[config.mk]
export PLATFORM = sky130hd
export DESIGN_NAME = sysid_reader
export DESIGN_NICKNAME = d
export VERILOG_FILES = /design/src/rtl/sysid_reader.sv
export SDC_FILE = /design/constraint.sdc
export NUM_CORES = 1
export LEC_CHECK = 0
export ABC_AREA = 0
export CAP_MARGIN = 25
export CORE_MARGIN = 3
export CORE_UTILIZATION = 45
export DETAILED_ROUTE_END_ITERATION = 12
export HOLD_SLACK_MARGIN = 0.05
export PLACE_DENSITY = 0.75
export SLEW_MARGIN = 20
export SYNTH_ARGS = -nofsm -noshare
export SYNTH_HDL_FRONTEND = slang
export SYNTH_SLANG_ARGS = --single-unit
[constraint.sdc]
create_clock -name clock -period 6.9 [get_ports clock]
set_clock_uncertainty 0.2 [all_clocks]
set_input_delay 0.69 -clock clock [delete_from_list [all_inputs] [get_ports clock]]
set_output_delay 0.69 -clock clock [all_outputs]
set_load 0.01 [all_outputs]
[src/rtl/sysid_reader.sv]
// sysid_reader: Avalon-MM read master that fetches the system-ID word
// (address 0) and build timestamp (address 1) after reset or on request,
// compares both against expected values and reports pass/fail/timeout.
module sysid_reader #(
   parameter logic [31:0] EXPECTED_ID    = 32'd0,
   parameter logic [31:0] EXPECTED_TS    = 32'd1617477851,
   parameter int unsigned TIMEOUT_CYCLES = 255,
   parameter bit          AUTO_START     = 1'b1
) (
   input  logic        clock,
   input  logic        reset,
   input  logic        start,
   output logic        avm_address,
   output logic        avm_read,
   input  logic [31:0] avm_readdata,
   input  logic        avm_waitrequest,
   input  logic        avm_readdatavalid,
   output logic [31:0] id_word,
   output logic [31:0] ts_word,
   output logic        busy,
   output logic        done,
   output logic        id_ok,
   output logic        ts_ok,
   output logic        timeout
);

   typedef enum logic [2:0] {
      IDLE    = 3'd0,
      ID_REQ  = 3'd1,
      ID_WAIT = 3'd2,
      TS_REQ  = 3'd3,
      TS_WAIT = 3'd4,
      FINISH  = 3'd5
   } state_t;

   // Per-read cycle budget, counted from the first cycle the request is driven.
   localparam logic [15:0] TIMEOUT_LIMIT = 16'(TIMEOUT_CYCLES);

   state_t      state_q, state_d;
   logic [15:0] timer_q, timer_d;
   logic        auto_start_q, auto_start_d;
   logic        avm_read_q, avm_read_d;
   logic        avm_address_q, avm_address_d;
   logic [31:0] id_word_q, id_word_d;
   logic [31:0] ts_word_q, ts_word_d;
   logic        busy_q, busy_d;
   logic        done_q, done_d;
   logic        id_ok_q, id_ok_d;
   logic        ts_ok_q, ts_ok_d;
   logic        timeout_q, timeout_d;

   logic [15:0] timer_inc;
   logic        accept;
   logic        got_data;
   logic        in_read;
   logic        ts_phase;

   // Next-state and next-output computation for the whole read sequence.
   always_comb begin
      state_d       = state_q;
      timer_d       = timer_q;
      auto_start_d  = 1'b0;
      avm_read_d    = avm_read_q;
      avm_address_d = avm_address_q;
      id_word_d     = id_word_q;
      ts_word_d     = ts_word_q;
      busy_d        = busy_q;
      done_d        = 1'b0;
      id_ok_d       = id_ok_q;
      ts_ok_d       = ts_ok_q;
      timeout_d     = timeout_q;

      timer_inc = timer_q + 16'd1;
      accept    = avm_read_q && !avm_waitrequest;
      got_data  = 1'b0;
      in_read   = (state_q == ID_REQ) || (state_q == ID_WAIT) ||
                  (state_q == TS_REQ) || (state_q == TS_WAIT);
      ts_phase  = (state_q == TS_REQ) || (state_q == TS_WAIT);

      case (state_q)
         IDLE: begin
            // The auto-start flag is only ever set in the first post-reset cycle.
            if (start || auto_start_q) begin
               state_d       = ID_REQ;
               busy_d        = 1'b1;
               id_ok_d       = 1'b0;
               ts_ok_d       = 1'b0;
               timeout_d     = 1'b0;
               timer_d       = 16'd0;
               avm_read_d    = 1'b1;
               avm_address_d = 1'b0;
            end
         end
         ID_REQ, TS_REQ: begin
            timer_d = timer_inc;
            if (accept) begin
               avm_read_d = 1'b0;
               // A zero-latency slave returns data in the acceptance cycle.
               if (avm_readdatavalid) begin
                  got_data = 1'b1;
               end else begin
                  state_d = (state_q == ID_REQ) ? ID_WAIT : TS_WAIT;
               end
            end
         end
         ID_WAIT, TS_WAIT: begin
            timer_d = timer_inc;
            if (avm_readdatavalid) begin
               got_data = 1'b1;
            end
         end
         FINISH: begin
            state_d = IDLE;
         end
         default: begin
            state_d = IDLE;
         end
      endcase

      if (got_data) begin
         if (!ts_phase) begin
            id_word_d     = avm_readdata;
            state_d       = TS_REQ;
            timer_d       = 16'd0;
            avm_read_d    = 1'b1;
            avm_address_d = 1'b1;
         end else begin
            ts_word_d = avm_readdata;
            state_d   = FINISH;
            busy_d    = 1'b0;
            done_d    = 1'b1;
            id_ok_d   = (id_word_q == EXPECTED_ID);
            ts_ok_d   = (avm_readdata == EXPECTED_TS);
         end
      end else if (in_read && (timer_inc >= TIMEOUT_LIMIT)) begin
         // Data arriving in the final allowed cycle still wins over timeout.
         timeout_d  = 1'b1;
         avm_read_d = 1'b0;
         state_d    = FINISH;
         busy_d     = 1'b0;
         done_d     = 1'b1;
         id_ok_d    = 1'b0;
         ts_ok_d    = 1'b0;
      end
   end

   // State and registered outputs; synchronous reset returns everything to idle.
   always_ff @(posedge clock) begin
      if (reset) begin
         state_q       <= IDLE;
         timer_q       <= 16'd0;
         auto_start_q  <= AUTO_START;
         avm_read_q    <= 1'b0;
         avm_address_q <= 1'b0;
         id_word_q     <= 32'd0;
         ts_word_q     <= 32'd0;
         busy_q        <= 1'b0;
         done_q        <= 1'b0;
         id_ok_q       <= 1'b0;
         ts_ok_q       <= 1'b0;
         timeout_q     <= 1'b0;
      end else begin
         state_q       <= state_d;
         timer_q       <= timer_d;
         auto_start_q  <= auto_start_d;
         avm_read_q    <= avm_read_d;
         avm_address_q <= avm_address_d;
         id_word_q     <= id_word_d;
         ts_word_q     <= ts_word_d;
         busy_q        <= busy_d;
         done_q        <= done_d;
         id_ok_q       <= id_ok_d;
         ts_ok_q       <= ts_ok_d;
         timeout_q     <= timeout_d;
      end
   end

   assign avm_read    = avm_read_q;
   assign avm_address = avm_address_q;
   assign id_word     = id_word_q;
   assign ts_word     = ts_word_q;
   assign busy        = busy_q;
   assign done        = done_q;
   assign id_ok       = id_ok_q;
   assign ts_ok       = ts_ok_q;
   assign timeout     = timeout_q;

endmodule
==> results.json <==
{
  "result_of_the_run": "complete, no violations",
  "core_area_um2": 8763,
  "remaining_drc_errors": 0,
  "synth.net_count": 523,
  "worstHoldPathType": "flop to flop",
  "effective_utilization_at_floorplan_pct": 46.46,
  "grt_pass1_wl_um": 18280,
  "vias": 3809,
  "crit_path_max_incr_delay_ns": 0.52,
  "syn_inst": 484,
  "place_congestion": 0.8601,
  "grt_start_max_net_pins": 80,
  "grt_setup_unrepaired": "no",
  "worstSetupEndpointType": "flop",
  "grt_remaining_overflow": 0,
  "tritoncts_clock_tree": "built",
  "avg_cell_area_syn_um2": 8.412,
  "post_synth_instance_area_um2": 4071,
  "critical_path_arrival_ns": 3.14,
  "track_usage_pct": 22.36,
  "detailed_place_hpwl_um": 7917,
  "postLayoutCoreUtil_pct": 60.67,
  "first_pass_iters": 5,
  "slew-limit-headroom_pct": 39.54,
  "place_ws_ns": 3.487,
  "netlist-cell-type-count": 57,
  "postCtsResizedCells": 0,
  "clock_tree.buffer_depth": 2,
  "post_synth_and_or_nand_nor_area_fraction_pct": 26.09,
  "cp_max_fo": 36,
  "combinational_family_with_the_most_area_after_synthesis": "simple AND/OR/NAND/NOR gates",
  "tightestPinTransition_ns": 0.9070,
  "clkTransAtPathRegs_ns": 0.09,
  "vdd_drop_max_mv": 0.1541,
  "critPathSlowestCell": "nand2b_1",
  "grt_antenna_before_repair": 0,
  "finalWorstPathRequiredPeriod_ns": 3.085,
  "synth_seq_cells": 91,
  "routed_via_density": 5.585,
  "global_route.usage.met2_pct": 34.31,
  "clk_root_buffer_cell": "clkbuf_8",
  "ys.warnings.count": 0,
  "timing.setup.tns_ns": 0,
  "io_pins": 108,
  "synth_enable_flop_cells": 0,
  "total_leakage_power_nw": 2.037,
  "total_clock_buffers_created_by_cts": 9,
  "num_rows": 34,
  "ant_nets": 0,
  "post_synth_xor_area_fraction_pct": 1.076,
  "yosysSeqAreaShare_pct": 44.74,
  "worst_setup_path_start_kind": "input pin",
  "timing.fmax_mhz": 324.1,
  "avg_wl_per_cell_um": 16.46,
  "path_class": "input pin to flop",
  "num-nets-final": 609,
  "post-cts-setup-buffers": 0,
  "muxShareOfSynthArea_pct": 8.144,
  "synth_compound_area_share_pct": 14.54,
  "drt_wl_total_um": 11220,
  "die_height_um": 101.1,
  "timing_max_transition_violations_final": 0,
  "final-setup-viol-count": 0,
  "global_route_track_usage_on_met1_pct": 28.62,
  "maxCapViolCount": 0,
  "timing.critical_path.buf_inv": 2,
  "synthFlopType": "dfxtp_1",
  "die-width_um": 101.1,
  "grt_pass1_vias": 3658,
  "final.hold.worst_slack_ns": 0.2569,
  "ys_async_sr_fraction_pct": 0,
  "clkLatencyLatePin_ns": 0.35,
  "cp.required_ns": 6.95,
  "timing.critical_path.cells": "clkdlybuf4s50_1, nand2b_1, nor2_1, mux2_2, nand3_2, buf_4, nand2b_1, a311oi_1",
  "post_route_cells_drive_above_1_share_pct": 6.098,
  "critPathMostFrequentCell": "nand2b_1",
  "io_buffer_count": 107,
  "synth_fa_ha_area_share_pct": 0.6146,
  "final-hold-violation-count": 0,
  "dieArea_um2": 10230,
  "power-per-cell-area_nw_per_um2": 300.5,
  "timing.final.ws_setup_ns": 3.815,
  "antenna_cells_inserted": 0,
  "grt.busiest_layer": "met2",
  "fill_cells": 805,
  "min_period_over_period_pct": 44.71,
  "cts-htree-levels": 3,
  "syn_to_final_growth_pct": 30.58,
  "initialDrtViolationCount": 148,
  "postCtsHoldBufs": 0,
  "path_delay_family": "buffers and inverters",
  "groute.layer.met3.usage_pct": 9.204,
  "cts_sinks": 91
}
==> tightest hold or removal path, stage by stage (launching register included) <==
cell	delay (ns)
dfxtp_1	0.32
nand2_1	0.05
a21oi_1	0.05
==> per-layer routing <==
layer | vias to the layer above | part of all wire (%)
li1 | 1878 | -
met1 | 1797 | 42
met2 | 120 | 48
met3 | 14 | 8.8
met4 | 0 | 1.9
met5 | - | 0
==> sequential cells by signal (all words and copies together), names as in the netlist <==
register,cells
id_word,32
ts_word,32
timer_q,16
state_q,3
auto_start_q,1
avm_address,1
avm_read,1
busy,1
done,1
id_ok,1
timeout,1
ts_ok,1
==> cells in the final DEF (no fill, tap or decap), drive strengths merged, types with 6 or more instances in the layout <==
cell type / count
nor2: 59
clkdlybuf4s50: 106
nor4: 15
clkbuf: 9
nand3: 7
dfxtp: 91
mux2i: 32
a211oi: 6
o21ai: 17
nand2: 82
nand4: 9
a21oi: 49
==> final timing paths <==
path                                      start     endpoint  slack (ns)  cells past startpoint
worst max-delay path            avm_waitrequest  timer_q[13]        3.81                      8
worst min-delay path                ts_word[27]  ts_word[27]        0.26                      2
worst max register to register       timer_q[0]         done        4.03                      7
worst min register to register      ts_word[27]  ts_word[27]        0.26                      2
==> power by group <==
group,total (mW),switching [mW],internal [mW]
Combinational,0.597,0.337,0.260
Sequential,0.647,0.0592,0.588
Clock,0.354,0.187,0.167
==> cells in the mapped netlist (2+ instances only) <==
master | number | area, um2
dfxtp_1 | 91 | 1822
nand2_1 | 82 | 307.8
nor2_1 | 59 | 221.5
a21oi_1 | 49 | 245.2
mux2i_1 | 32 | 320.3
clkbuf_1 | 25 | 93.84
o21ai_0 | 17 | 85.08
nor4_1 | 14 | 87.58
nand4_1 | 9 | 56.30
nand3_1 | 7 | 35.03
a211oi_1 | 6 | 45.04
nand2b_1 | 5 | 31.28
nor3_1 | 5 | 25.02
or3_1 | 5 | 31.28
or4_1 | 5 | 37.54
a22oi_1 | 4 | 30.03
nor4b_1 | 4 | 35.03
and3_4 | 3 | 33.78
buf_2 | 3 | 15.01
clkbuf_8 | 3 | 41.29
inv_1 | 3 | 11.26
nand4b_1 | 3 | 26.28
or2_2 | 3 | 18.77
xnor2_1 | 3 | 26.28
a31oi_1 | 2 | 12.51
and4_1 | 2 | 17.52
buf_1 | 2 | 7.510
buf_4 | 2 | 15.01
ha_1 | 2 | 25.02
nor4bb_1 | 2 | 20.02
o21a_1 | 2 | 15.01
o22ai_1 | 2 | 12.51
o31a_1 | 2 | 17.52
o31a_2 | 2 | 20.02
xor2_1 | 2 | 17.52
==> metrics by stage <==
step                instance area (um2)  std cells  total power, mW
finish                             5316        682            1.597
global route                       5316        682            1.705
CTS                                5316        682            1.606
detailed placement                 5126        667            1.252
global placement                   5126        667            1.236
floorplan                          4071        484            1.033
==> layout make-up <==
cell class / instances / area (um2) / share of cell area, %
Multi-Input combinational cell: 354 / 2062 / 38.79
Sequential cell: 91 / 1822 / 34.27
Timing Repair Buffer: 111 / 1096 / 20.62
Tap cell: 108 / 135.1 / 2.542
Clock buffer: 9 / 123.9 / 2.330
Clock inverter: 6 / 66.31 / 1.247
Inverter: 3 / 11.26 / 0.2118
==> cell families (layout without fill, tap and decap cells) <==
logic type	count (synthesis)	after routing
fa+ha+maj	2	2
simple gates	217	217
compound gates	97	97
xor+xnor	5	5
buf+inv	39	129
mux	33	33
flops	91	91
(Power assumes the default switching activity.)
